$ cat src/rtl/uart_pkg.sv
// Shared UART constants and the rts flow-control state encoding.
package uart_pkg;
  localparam int BYTE_W = 8;

  typedef enum logic {
    RTS_ON  = 1'b0,
    RTS_OFF = 1'b1
  } flow_state_t;
endpackage

$ cat src/rtl/uart_fifo_mem.sv
// DEPTH x W storage, one synchronous write port and one asynchronous read port, no reset.
// Latency: write visible on the read port after the writing edge; no backpressure (caller guards occupancy).
module uart_fifo_mem #(
  parameter int DEPTH = 16,
  parameter int W     = 8
) (
  input  logic                     clk,
  input  logic                     i_we,
  input  logic [$clog2(DEPTH)-1:0] i_waddr,
  input  logic [W-1:0]             i_wdata,
  input  logic [$clog2(DEPTH)-1:0] i_raddr,
  output logic [W-1:0]             o_rdata
);
  logic [W-1:0] r_mem [DEPTH];

  always_ff @(posedge clk) begin
    if (i_we) r_mem[i_waddr] <= i_wdata;
  end

  assign o_rdata = r_mem[i_raddr];
endmodule

$ cat src/rtl/uart_rx_fifo.sv
// UART receive FIFO with registered head byte (one extra cycle after push), sticky error flags and rts hysteresis.
// Full FIFO drops pushes unless a pop coincides; optional drop_count under UART_RX_FIFO_STATS_EN.
module uart_rx_fifo
  import uart_pkg::*;
#(
  parameter int DEPTH     = 16,
  parameter int AF_THRESH = 12,
  parameter int AE_THRESH = 4,
  parameter int IN_EDGE   = 1
) (
  input  logic                     clk,
  input  logic                     reset_n,
  input  logic [BYTE_W-1:0]        in_data,
  input  logic                     in_valid,
  input  logic                     in_error,
  output logic [BYTE_W-1:0]        out_data,
  output logic                     out_valid,
  input  logic                     out_ready,
  output logic                     rts,
  output logic [$clog2(DEPTH):0]   count,
  output logic                     overflow,
  output logic                     frame_err,
  input  logic                     err_clr
`ifdef UART_RX_FIFO_STATS_EN
  ,output logic [15:0]             drop_count
`endif
);
  localparam int AW = $clog2(DEPTH);
  localparam int CW = AW + 1;
  localparam logic [CW-1:0] FULL_C = CW'(DEPTH);
  localparam logic [CW-1:0] AF_C   = CW'(AF_THRESH);
  localparam logic [CW-1:0] AE_C   = CW'(AE_THRESH);

  logic              r_in_vld_d;
  logic [AW-1:0]     r_wr_ptr, r_rd_ptr;
  logic [CW-1:0]     r_count, w_count_nxt;
  logic [BYTE_W-1:0] r_out_data, w_mem_rdata;
  logic              r_out_vld, r_overflow, r_frame_err;
  flow_state_t       r_state, w_state_nxt;
  logic              w_in_evt, w_push, w_err, w_pop, w_full, w_wr, w_drop, w_mem_avail, w_load;

  assign w_in_evt    = in_valid & ((IN_EDGE == 0) | ~r_in_vld_d);
  assign w_push      = w_in_evt & ~in_error;
  assign w_err       = w_in_evt & in_error;
  assign w_pop       = r_out_vld & out_ready;
  assign w_full      = (r_count == FULL_C);
  assign w_wr        = w_push & (~w_full | w_pop);
  assign w_drop      = w_push & w_full & ~w_pop;
  assign w_count_nxt = r_count + CW'(w_wr) - CW'(w_pop);
  // count includes the byte held in the head register, so memory holds count - out_valid entries
  assign w_mem_avail = (r_count > {{AW{1'b0}}, r_out_vld});
  assign w_load      = w_mem_avail & (~r_out_vld | w_pop);

  uart_fifo_mem #(.DEPTH(DEPTH), .W(BYTE_W)) u_mem (
    .clk     (clk),
    .i_we    (w_wr),
    .i_waddr (r_wr_ptr),
    .i_wdata (in_data),
    .i_raddr (r_rd_ptr),
    .o_rdata (w_mem_rdata)
  );

  always_ff @(posedge clk or negedge reset_n) begin
    if (!reset_n) begin
      r_in_vld_d  <= 1'b0;
      r_wr_ptr    <= '0;
      r_rd_ptr    <= '0;
      r_count     <= '0;
      r_out_data  <= '0;
      r_out_vld   <= 1'b0;
      r_overflow  <= 1'b0;
      r_frame_err <= 1'b0;
    end else begin
      r_in_vld_d <= in_valid;
      r_count    <= w_count_nxt;
      if (w_wr) r_wr_ptr <= r_wr_ptr + AW'(1);
      if (w_load) begin
        r_out_data <= w_mem_rdata;
        r_rd_ptr   <= r_rd_ptr + AW'(1);
        r_out_vld  <= 1'b1;
      end else if (w_pop) begin
        r_out_vld  <= 1'b0;
      end
      if (w_drop)       r_overflow <= 1'b1;
      else if (err_clr) r_overflow <= 1'b0;
      if (w_err)        r_frame_err <= 1'b1;
      else if (err_clr) r_frame_err <= 1'b0;
    end
  end

  always_ff @(posedge clk or negedge reset_n) begin
    if (!reset_n) r_state <= RTS_ON;
    else          r_state <= w_state_nxt;
  end

  always_comb begin
    w_state_nxt = r_state;
    case (r_state)
      RTS_ON:  if (w_count_nxt >= AF_C) w_state_nxt = RTS_OFF;
      RTS_OFF: if (w_count_nxt <= AE_C) w_state_nxt = RTS_ON;
    endcase
  end

  always_comb begin
    rts = (r_state == RTS_OFF);
  end

`ifdef UART_RX_FIFO_STATS_EN
  logic [15:0] r_drop_count;
  logic        w_drop_inc;

  assign w_drop_inc = w_drop | w_err;

  always_ff @(posedge clk or negedge reset_n) begin
    if (!reset_n)                                   r_drop_count <= '0;
    else if (err_clr)                               r_drop_count <= {15'd0, w_drop_inc};
    else if (w_drop_inc && r_drop_count != 16'hFFFF) r_drop_count <= r_drop_count + 16'd1;
  end

  assign drop_count = r_drop_count;
`endif

  assign out_data  = r_out_data;
  assign out_valid = r_out_vld;
  assign count     = r_count;
  assign overflow  = r_overflow;
  assign frame_err = r_frame_err;
endmodule

$ cat config.mk
export PLATFORM = sky130hd
export DESIGN_NAME = uart_rx_fifo
export DESIGN_NICKNAME = d
export VERILOG_FILES = /design/src/rtl/uart_pkg.sv /design/src/rtl/uart_fifo_mem.sv /design/src/rtl/uart_rx_fifo.sv
export SDC_FILE = /design/constraint.sdc
export NUM_CORES = 1
export LEC_CHECK = 0
export ABC_AREA = 1
export CAP_MARGIN = 20
export CORE_MARGIN = 8
export CORE_UTILIZATION = 54
export CTS_CLUSTER_DIAMETER = 200
export DETAILED_ROUTE_END_ITERATION = 10
export PLACE_DENSITY_LB_ADDON = 0.05
export SLEW_MARGIN = 20
export SYNTH_ARGS = -nofsm -noshare
export SYNTH_HDL_FRONTEND = slang
export SYNTH_SLANG_ARGS = --single-unit
$ cat constraint.sdc
create_clock -name clk -period 3 [get_ports clk]
set_clock_uncertainty 0.2 [all_clocks]
set_input_delay 0.9 -clock clk [delete_from_list [all_inputs] [get_ports clk]]
set_output_delay 0.9 -clock clk [all_outputs]
set_load 0.05 [all_outputs]
# Word-level counts from Yosys, hierarchy flattened
# Memory sizes are Yosys's and may differ from the RTL's. A register that Yosys moved wholly into a read port is not among the register bits.
# Cells that the tools add are included.
totals:
  ramBits: 128
  ff_bits: 18
  mem_count: 1
  inputBits: 14
op_classes:
  n_lt_le_gt_ge: 3
  mux: 10
  reduce_logical: 4
  eq_ne: 1
  n_addsub: 4
  bitwise_logic: 16
mem_list:
  columns: ["name", "depth", "width", "rd", "rd_clocked_by_memory_dff", "write_ports", "line", "source"]
  rows:
  - ["u_mem.r_mem", 16, 8, 1, 1, 1, "uart_fifo_mem.sv:14", "logic [W-1:0] r_mem [DEPTH];"]
ops:
  columns: ["operator", "count"]
  rows:
  - ["$mux 1", 9]
  - ["$add 4x1->4 const B", 2]
  - ["$and 1x1->1", 8]
  - ["$not 1->1", 6]
  - ["$reduce_bool 2->1", 3]
  - ["$add 5x1->5", 1]
  - ["$eq 5x5->1 const B", 1]
  - ["$ge 5x4->1 const B", 1]
  - ["$gt 5x1->1", 1]
  - ["$le 5x3->1 const B", 1]
  - ["$sub 5x1->5", 1]
  - ["$or 1x1->1", 2]
  - ["$pmux 1 s2", 1]
  - ["$logic_not 1->1", 1]

# Depth between registers and ports, before layout
# Gate-level depths: netlist of run 1.
logic_depth:
  word_depth: 9
  mapped_depth: 15
  mapped_depth_nobuf: 14

# Cells and area by module
# A second synthesis of run 1 with hierarchy kept.
hier_totals:
  cells_unflattened: 703
  area_unflattened_um2: 7031.7
by_module_without_submodules:
  columns: ["module", "instances", "seq_area_each_um2", "area_per_inst_um2", "cells_each"]
  rows:
  - ["uart_fifo_mem", 1, 3843.7, 5606.6, 543]
  - ["uart_rx_fifo", 1, 650.6, 1425.1, 160]

# Worst setup path after synthesis of run 1
# Ideal clock, no wire load.
synth_path:
  path_kind: "register to register"
  startpoint: "register r_count[2], in the netlist count[2]"
  endpoint: "register r_state, in the netlist rts"
  required_ps: 2670
  path_slack_ps: -219
  arrival_ps: 2889
  synth_period_minus_slack_ps: 3219
  n_path_buf: 1
  path_stages_with_launch: 16
  cell_sequence: "dfrtp_1 -> inv_1 -> ha_1 -> nand3_1 -> nor2_1 -> nand2_1 -> nand2_2 -> buf_2 -> ha_1 -> inv_1 -> ha_1 -> inv_1 -> fa_1 -> o31ai_1 -> xor2_1 -> nand3_1"
synth_via:
  elab_chain_cells: 9
  elab_cells_between_ends: 11
synth_lines:
  columns: ["item", "line", "source"]
  rows:
  - ["from (decl)", "uart_rx_fifo.sv:36", "logic [CW-1:0] r_count, w_count_nxt;"]
  - ["from (signal assigned)", "uart_rx_fifo.sv:75", "r_count <= w_count_nxt;"]
  - ["$eq 5x5->1", "uart_rx_fifo.sv:46", "assign w_full = (r_count == FULL_C);"]
  - ["$not 1->1", "uart_rx_fifo.sv:47", "assign w_wr = w_push & (~w_full | w_pop);"]
  - ["$or 1x1->1", "uart_rx_fifo.sv:47", null]
  - ["$and 1x1->1", "uart_rx_fifo.sv:47", null]
  - ["$add 5x1->5 (*)", "uart_rx_fifo.sv:49", "assign w_count_nxt = r_count + CW'(w_wr) - CW'(w_pop);"]
  - ["$sub 5x1->5 (*)", "uart_rx_fifo.sv:49", null]
  - ["$le 5x3->1 / $ge 5x4->1 (equally long branches)", "uart_rx_fifo.sv:100, uart_rx_fifo.sv:99", null]
  - ["$mux 1 (on tied branches)", "uart_rx_fifo.sv:100, uart_rx_fifo.sv:99", null]
  - ["$pmux 1 s2 (*)", "uart_rx_fifo.sv:98", "case (r_state)"]
  - ["net w_state_nxt", "uart_rx_fifo.sv:39", "flow_state_t r_state, w_state_nxt;"]
  - ["to (signal assigned)", "uart_rx_fifo.sv:93", "else r_state <= w_state_nxt;"]
  - ["to (decl)", "uart_rx_fifo.sv:39", null]
# The timed path passes the listed nets; every way through them passes the cells marked *.
# A chain may end at the register's enable or synchronous reset.

# Worst setup path after layout of run 1
layout_path:
  startpoint: "input port out_ready"
  endpoint: "register r_state, in the netlist rts"
layout_via:
  elab_chain_cells: 8
  elab_cells_between_ends: 10
layout_lines:
  columns: ["item", "line", "source"]
  rows:
  - ["from (decl)", "uart_rx_fifo.sv:18", "input logic out_ready,"]
  - ["$and 1x1->1 (*)", "uart_rx_fifo.sv:45", "assign w_pop = r_out_vld & out_ready;"]
  - ["$or 1x1->1", "uart_rx_fifo.sv:47", null]
  - ["$and 1x1->1", "uart_rx_fifo.sv:47", null]
  - ["$add 5x1->5", "uart_rx_fifo.sv:49", null]
  - ["$sub 5x1->5 (*)", "uart_rx_fifo.sv:49", null]
  - ["net w_count_nxt[2]", "uart_rx_fifo.sv:36", null]
  - ["$le 5x3->1 / $ge 5x4->1 (equally long branches)", "uart_rx_fifo.sv:100, uart_rx_fifo.sv:99", null]
  - ["$mux 1 (on tied branches)", "uart_rx_fifo.sv:100, uart_rx_fifo.sv:99", null]
  - ["$pmux 1 s2 (*)", "uart_rx_fifo.sv:98", null]
  - ["net w_state_nxt", "uart_rx_fifo.sv:39", null]
# Marked as above.

==> reports/metrics.yaml, run 1 <==
yosys:
  synthCells: 683
  ys.flop_type: "edfxtp_1"
  yosys.cell_types.count: 25
  ys_seq_area_share_pct: 65.01
  yosysMostFrequentCell: "nand2_1"
  syn_area_mm2: 0.006913
  synth_top_area_cell: "edfxtp_1"
  ys_seq_elements: 154
  synth_area_per_cell_um2: 10.12
  synth_xor_area_share_pct: 1.140
  synth-async-reset-ratio_pct: 16.88
  synth_top_family_by_area: "simple AND/OR/NAND/NOR gates"
  yosys.area.top_type_share_pct: 55.60
  synth-simple-area-share_pct: 20.62
  synth_edf_count: 128
  synthMuxAreaShare_pct: 0
  synth-compound-area-share_pct: 0.9412
  syn_nets: 714
  yosys_warnings: 0
  ys_top_cells_by_count: "nand2_1, edfxtp_1, inv_1, nand3_1, dfrtp_1"
  synthAdderAreaFrac_pct: 3.186
  synth.area.top_cells: "edfxtp_1, nand2_1, dfrtp_1, nand3_1, inv_1"
min_path:
  whs_endpoint: "out_data[3]"
  hold_path_class: "reg -> reg"
  min_from: "out_data[3]"
  min_path_cells: 2
grt:
  track_usage_pct: 20.24
  grt-ovfl-total: 0
  grt_util_met3_pct: 4.560
  top_usage_layer: "met2"
  grt_max_degree: 67
  grt_pass1_wl_um: 24980
  use_met1_pct: 25.04
  antenna_found_initial: 0
  grt_use_met2_pct: 32.75
  grt_pass1_vias: 4685
sta:
  finalSetupViolCount: 0
  slew_violations: 0
  fin_ws_ns: 0.1079
  fmax_mhz: 345.8
  worst_pin_slew_ns: 1.010
  post-route-min-period_ns: 2.892
  hold_viol: 0
  relSlewSlack_pct: 32.61
  rsz0062_at_grt: "no"
  timing.hold.ws_ns: 0.2748
  final.period_utilization_pct: 96.40
floorplan:
  initial_utilization_pct: 55.00
  ios: 31
  die_area_mm2: 0.01668
  std_cell_rows: 41
  core_mm2: 0.01257
  die_x_um: 129.1
  die_h_um: 129.1
final_layout:
  final_area_mm2: 0.008274
  drive_above_1_share_pct: 10.48
  antennaDiodeCount: 0
  nNetsFinal: 772
  finish.utilization_pct: 65.83
  fin_cells: 926
  syn_to_final_growth_pct: 19.69
  fillers: 985
placed_design:
  placed_area_mm2: 0.007565
  hpwl_um: 10520
  gp_congestion: 0.8196
  pre_cts_slack_ns: -0.4501
  dp.cells: 893
  io_buffers: 30
worst_setup_path:
  crit_type: "in -> reg"
  r2r-start: "count[3]"
  r2r_slack_ns: 0.24
  crit_start: "out_ready"
  timing.rr.end: "rts"
  worstSetupEndpointType: "flip-flop"
  critPathMaxFanout: 3
  critPathArrivalTime_ns: 2.99
  rr_worst_depth: 15
  worstPathRequired_ns: 3.09
  startpoint_type: "input port"
power:
  p_leak_nw: 3.673
  irDropWorstVdd_mv: 0.5241
  p_per_area_mw_per_mm2: 996.1
cts:
  numCtsBuffers: 17
  ctsRootBufferMaster: "clkbuf_16"
  clock_path_buffers: 2
  insertion_delay_ns: 0.42
  clkSlewWorstSetupHoldPaths_ns: 0.06
  cts_tree: "built"
  cts_hold_buf: 0
  cts_sinks: 154
  cts-htree-levels: 4
routing:
  avgViaCountPerCell: 5.172
  wl_per_cell_um: 17.06
  first_pass_iters: 5
  drt_iter0_markers: 433
  drcViolationCount: 0
  dr_total_vias: 4789
  ant_nets: 0
  routed_wirelength_um: 15800
run:
  cap_viol_max_count: 0
run_status:
  status: "finished clean"
==> routing by layer <==
layer | wire [um] | vias up
met5 | 0 | -
met4 | 483 | 0
met3 | 1043 | 33
met2 | 7711 | 183
met1 | 6561 | 2266
li1 | - | 2307
==> report_power, final <==
part           total, mW  internal [mW]  switching [mW]
combinational       3.13          0.976            2.15
sequential          2.66           2.53           0.128
clock               2.45           1.63           0.819
==> cell usage in the layout (no fill, tap or decap), types with 2 or more instances in the layout <==
| master | instances |
|---|---|
| nand2_1 | 211 |
| nand3_1 | 103 |
| dfrtp_1 | 23 |
| clkinv_2 | 2 |
| nor3_1 | 12 |
| bufinv_16 | 7 |
| xor2_1 | 7 |
| dfrtp_2 | 3 |
| buf_4 | 36 |
| o21ai_0 | 7 |
| clkdlybuf4s50_1 | 28 |
| ha_1 | 15 |
| edfxtp_1 | 128 |
| clkbuf_16 | 17 |
| inv_1 | 122 |
| clkinvlp_4 | 3 |
| nor2_1 | 5 |
| clkinv_1 | 3 |
| a21oi_1 | 2 |
| inv_2 | 2 |
| nand2_2 | 3 |
==> flip-flops by register name, indices dropped and copies added, names as in the netlist <==
name and cells:
overflow 1, count 5, out_valid 1, r_wr_ptr 4, r_rd_ptr 4, out_data 8, r_in_vld_d 1, frame_err 1
u_mem.r_mem 128, rts 1
==> logic make-up (layout without fill, tap and decap cells) <==
group,Yosys count,after routing
flops,154,154
fa+ha+maj,17,17
buf+inv,153,224
compound gates,12,12
xor+xnor,9,9
simple gates,338,338
==> area by class of cell <==
class                      instances  area [um2]  area share [%]
clock buffer                      18       429.2           5.187
clock inverter                    14       250.2           3.024
inverter                         125       469.2           5.671
multi-input combinational        376        1821           22.00
sequential                       154        4498           54.36
tap                              172       215.2           2.601
timing repair buffer              67       591.8           7.153
==> repair_timing <==
action / in CTS / in global routing
pin swaps: 4 / 4
resized for setup: 1 / 6
setup endpoints to repair: 1 / 2
setup buffers: 1 / 0
==> worst max-delay path by stage <==
stage               end  slack, ns  cells after the start
floorplan           rts      0.009                     12
global placement    rts      -0.38                     12
detailed placement  rts      -0.45                     12
CTS                 rts       0.05                     11
global route        rts       0.01                     13
finish              rts       0.11                     13
==> per-stage QoR <==
step                      TNS [ns]  power (mW)
after floorplan                  0       4.840
after global placement     -0.8556       5.681
after detailed placement    -1.075       5.743
after CTS                        0       8.226
after global routing             0       8.709
final                            0       8.242
==> worst max-delay path, cell delays in order <==
cell             delay (ns)
clkdlybuf4s50_1        0.48
nand2_2                0.06
nand2_1                0.07
nand2_2                0.05
ha_1                   0.28
inv_1                  0.06
ha_2                   0.17
inv_1                  0.05
fa_2                   0.36
buf_4                  0.15
xor2_2                 0.15
o21ai_1                0.13
nand3_1                0.08
Note: power is estimated with default switching activity, not from simulation.
==> run 2: changes to the inputs <==
--- a/config.mk
+++ b/config.mk
@@ -6,8 +6,8 @@
 export NUM_CORES = 1
 export LEC_CHECK = 0
 export ABC_AREA = 1
+export ABC_CLOCK_PERIOD_IN_PS = 3000
 export CAP_MARGIN = 20
-export CORE_MARGIN = 8
 export CORE_UTILIZATION = 54
 export CTS_CLUSTER_DIAMETER = 200
 export DETAILED_ROUTE_END_ITERATION = 10
==> run 2 against run 1 <==
Sequential power hardly changed. Sequential share of layout area up 0.80 points. Clock-buffer cell count increased by 3.
==> reports/metrics.yaml, run 2 (synthesized netlist as in run 1, its figures left out) <==
run_status:
  status: "finished clean"
grt:
  grt_pass1_vias: 4483  # -4.3%
  top_usage_layer: "met2"
  use_met1_pct: 30.47  # +5.4 points
  track_usage_pct: 23.21  # +3.0 points
  antenna_found_initial: 0  # unchanged
  grt_use_met2_pct: 38.84  # +6.1 points
  grt_pass1_wl_um: 22440  # -10%
  grt-ovfl-total: 0  # unchanged
  grt_util_met3_pct: 3.795  # -0.76 points
  grt_max_degree: 67  # unchanged
power:
  clockPowerShare_pct: 28.7  # -1.1 points
  total_power_mw: 7.903  # -4.1%
  cellInternalPower_mw: 4.928  # -4.2%
  p_leak_nw: 3.594  # -2.2%
  p_per_area_mw_per_mm2: 969.2  # -2.7%
  seq_power_share_pct: 33.8  # +1.5 points
  irDropWorstVdd_mv: 0.6065  # +16%
  swShare_pct: 37.64  # +0.051 points
  pwr-share-comb_pct: 37.6  # -0.3 points
  p_sw_mw: 2.975  # -4.0%
worst_setup_path:
  worstSetupEndpointType: "flip-flop"
  worstPathRequired_ns: 3.09  # about the same
  critPathArrivalTime_ns: 2.96  # -0.03 ns
  crit_start: "out_ready"
  r2r-start: "count[2]"
  rr_worst_depth: 14  # -1
  r2r_slack_ns: 0.22  # -0.02 ns
  crit_type: "in -> reg"
  startpoint_type: "input port"
  timing.rr.end: "rts"
  critPathMaxFanout: 2  # -1
sta:
  rsz0062_at_grt: "no"
  timing.hold.ws_ns: 0.2771  # +0.002243 ns
  fmax_mhz: 348.7  # +0.84%
  slew_violations: 0  # unchanged
  post-route-min-period_ns: 2.868  # -0.02419 ns
  final.period_utilization_pct: 95.60  # -0.81 points
  fin_ws_ns: 0.1321  # +0.02419 ns
  finalSetupViolCount: 0  # unchanged
  hold_viol: 0  # unchanged
  relSlewSlack_pct: 52.21  # +20 points
  worst_pin_slew_ns: 0.7147  # -0.2951 ns
routing:
  dr_total_vias: 4653  # -2.8%
  ant_nets: 0  # unchanged
  avgViaCountPerCell: 5.102  # -1.3%
  drcViolationCount: 0  # unchanged
  wl_per_cell_um: 15.50  # -9.2%
  first_pass_iters: 5  # unchanged
  drt_iter0_markers: 311  # -28%
  routed_wirelength_um: 14130  # -11%
floorplan:
  core_mm2: 0.01226  # -2.4%
  ios: 31  # unchanged
  std_cell_rows: 40  # -2.4%
  initial_utilization_pct: 56.38  # +1.4 points
  die_h_um: 115.1  # -11%
  die_area_mm2: 0.01326  # -21%
  die_x_um: 115.1  # -11%
placed_design:
  hpwl_um: 9106  # -13%
  gp_congestion: 0.8629  # +5.3%
  io_buffers: 30  # unchanged
  pre_cts_slack_ns: -0.4537  # -0.003586 ns
final_layout:
  nNetsFinal: 762  # -1.3%
  drive_above_1_share_pct: 9.543  # -0.93 points
  regMostFlops: "u_mem.r_mem"
  syn_to_final_growth_pct: 17.95
  antennaDiodeCount: 0  # unchanged
  final_common_cell: "nand2_1"
  layout_common_cells: "nand2_1, edfxtp_1, inv_1"
  largest_register_ffs: 128  # unchanged
cts:
  ctsRootBufferMaster: "clkbuf_16"
  numCtsBuffers: 17  # unchanged
  cts-htree-levels: 4  # unchanged
  clkSlewWorstSetupHoldPaths_ns: 0.06  # about the same
  cts_tree: "built"
  insertion_delay_ns: 0.41  # about the same
  clock_path_buffers: 2  # unchanged
  cts_sinks: 154  # unchanged
run:
  cap_viol_max_count: 0  # unchanged
min_path:
  min_from: "out_data[3]"
  whs_endpoint: "out_data[3]"
  min_path_cells: 2  # unchanged
  hold_path_class: "reg -> reg"
run 2: cell count changes in the layout (fill, tap and decap cells not counted), sizes merged:
cell and change:
buf -10, bufinv -3, clkbuf +3, clkdlybuf4s50 +1, clkinv -1, clkinvlp +1, dlymetal6s2s -1
run 2: worst max path at each step:
stage,to,depth (start not counted)
floorplan,rts,12
global placement,rts,12
detailed placement,rts,12
CTS,rts,12
global route,rts,12
finish,rts,12
run 2: power by group through the flow:
stage / Sequential [mW] / Clock [mW] / Combinational, mW
global route: 2.69 / 2.36 / 3.30
finish: 2.67 / 2.26 / 2.97
floorplan: 3.02 / 0 / 1.82
global placement: 2.70 / 0 / 2.87
detailed placement: 2.71 / 0 / 2.91
CTS: 2.67 / 2.29 / 2.97
run 2: final cells by class:
| type | instances | area, um2 |
|---|---|---|
| multi-input combinational | 376 | 1823 |
| clock buffer | 21 | 470.5 |
| timing repair buffer | 57 | 514.2 |
| inverter | 125 | 469.2 |
| fill | 979 | 4108 |
| clock inverter | 11 | 168.9 |
| sequential | 154 | 4498 |
| tap | 168 | 210.2 |
run 2: metal layers:
metal | vias up | routed length (um)
li1 | 2286 | -
met1 | 2220 | 6175
met2 | 122 | 6921
met3 | 25 | 748
met4 | 0 | 286
met5 | - | 0
run 2: metrics by stage:
step | util [%] | std cells | cell area, um2 | setup TNS [ns]
global placement | 61.04 | 879 | 7485 | -0.8128
detailed placement | 61.04 | 879 | 7485 | -1.088
floorplan | - | 683 | 6925 | 0
CTS | 66.50 | 912 | 8154 | 0
finish | 66.50 | 912 | 8154 | 0
global route | 66.50 | 912 | 8154 | 0
run 2: worst max-delay path, stage by stage:
cell and delay (ns):
clkdlybuf4s50_1 0.45, nand2_1 0.07, nand2_1 0.09, nand2_2 0.08, ha_4 0.24, inv_1 0.06
ha_2 0.17, inv_1 0.05, fa_2 0.37, o31ai_4 0.19, xor2_1 0.20, nand3_1 0.09
run 2: repair_timing:
action,in CTS,in global routing
hold buffers,0,0
endpoints found under the hold margin,0,0
gates resized for setup,4,1
pin swaps,7,3
setup endpoints to repair,1,2
buffers inserted,1,0
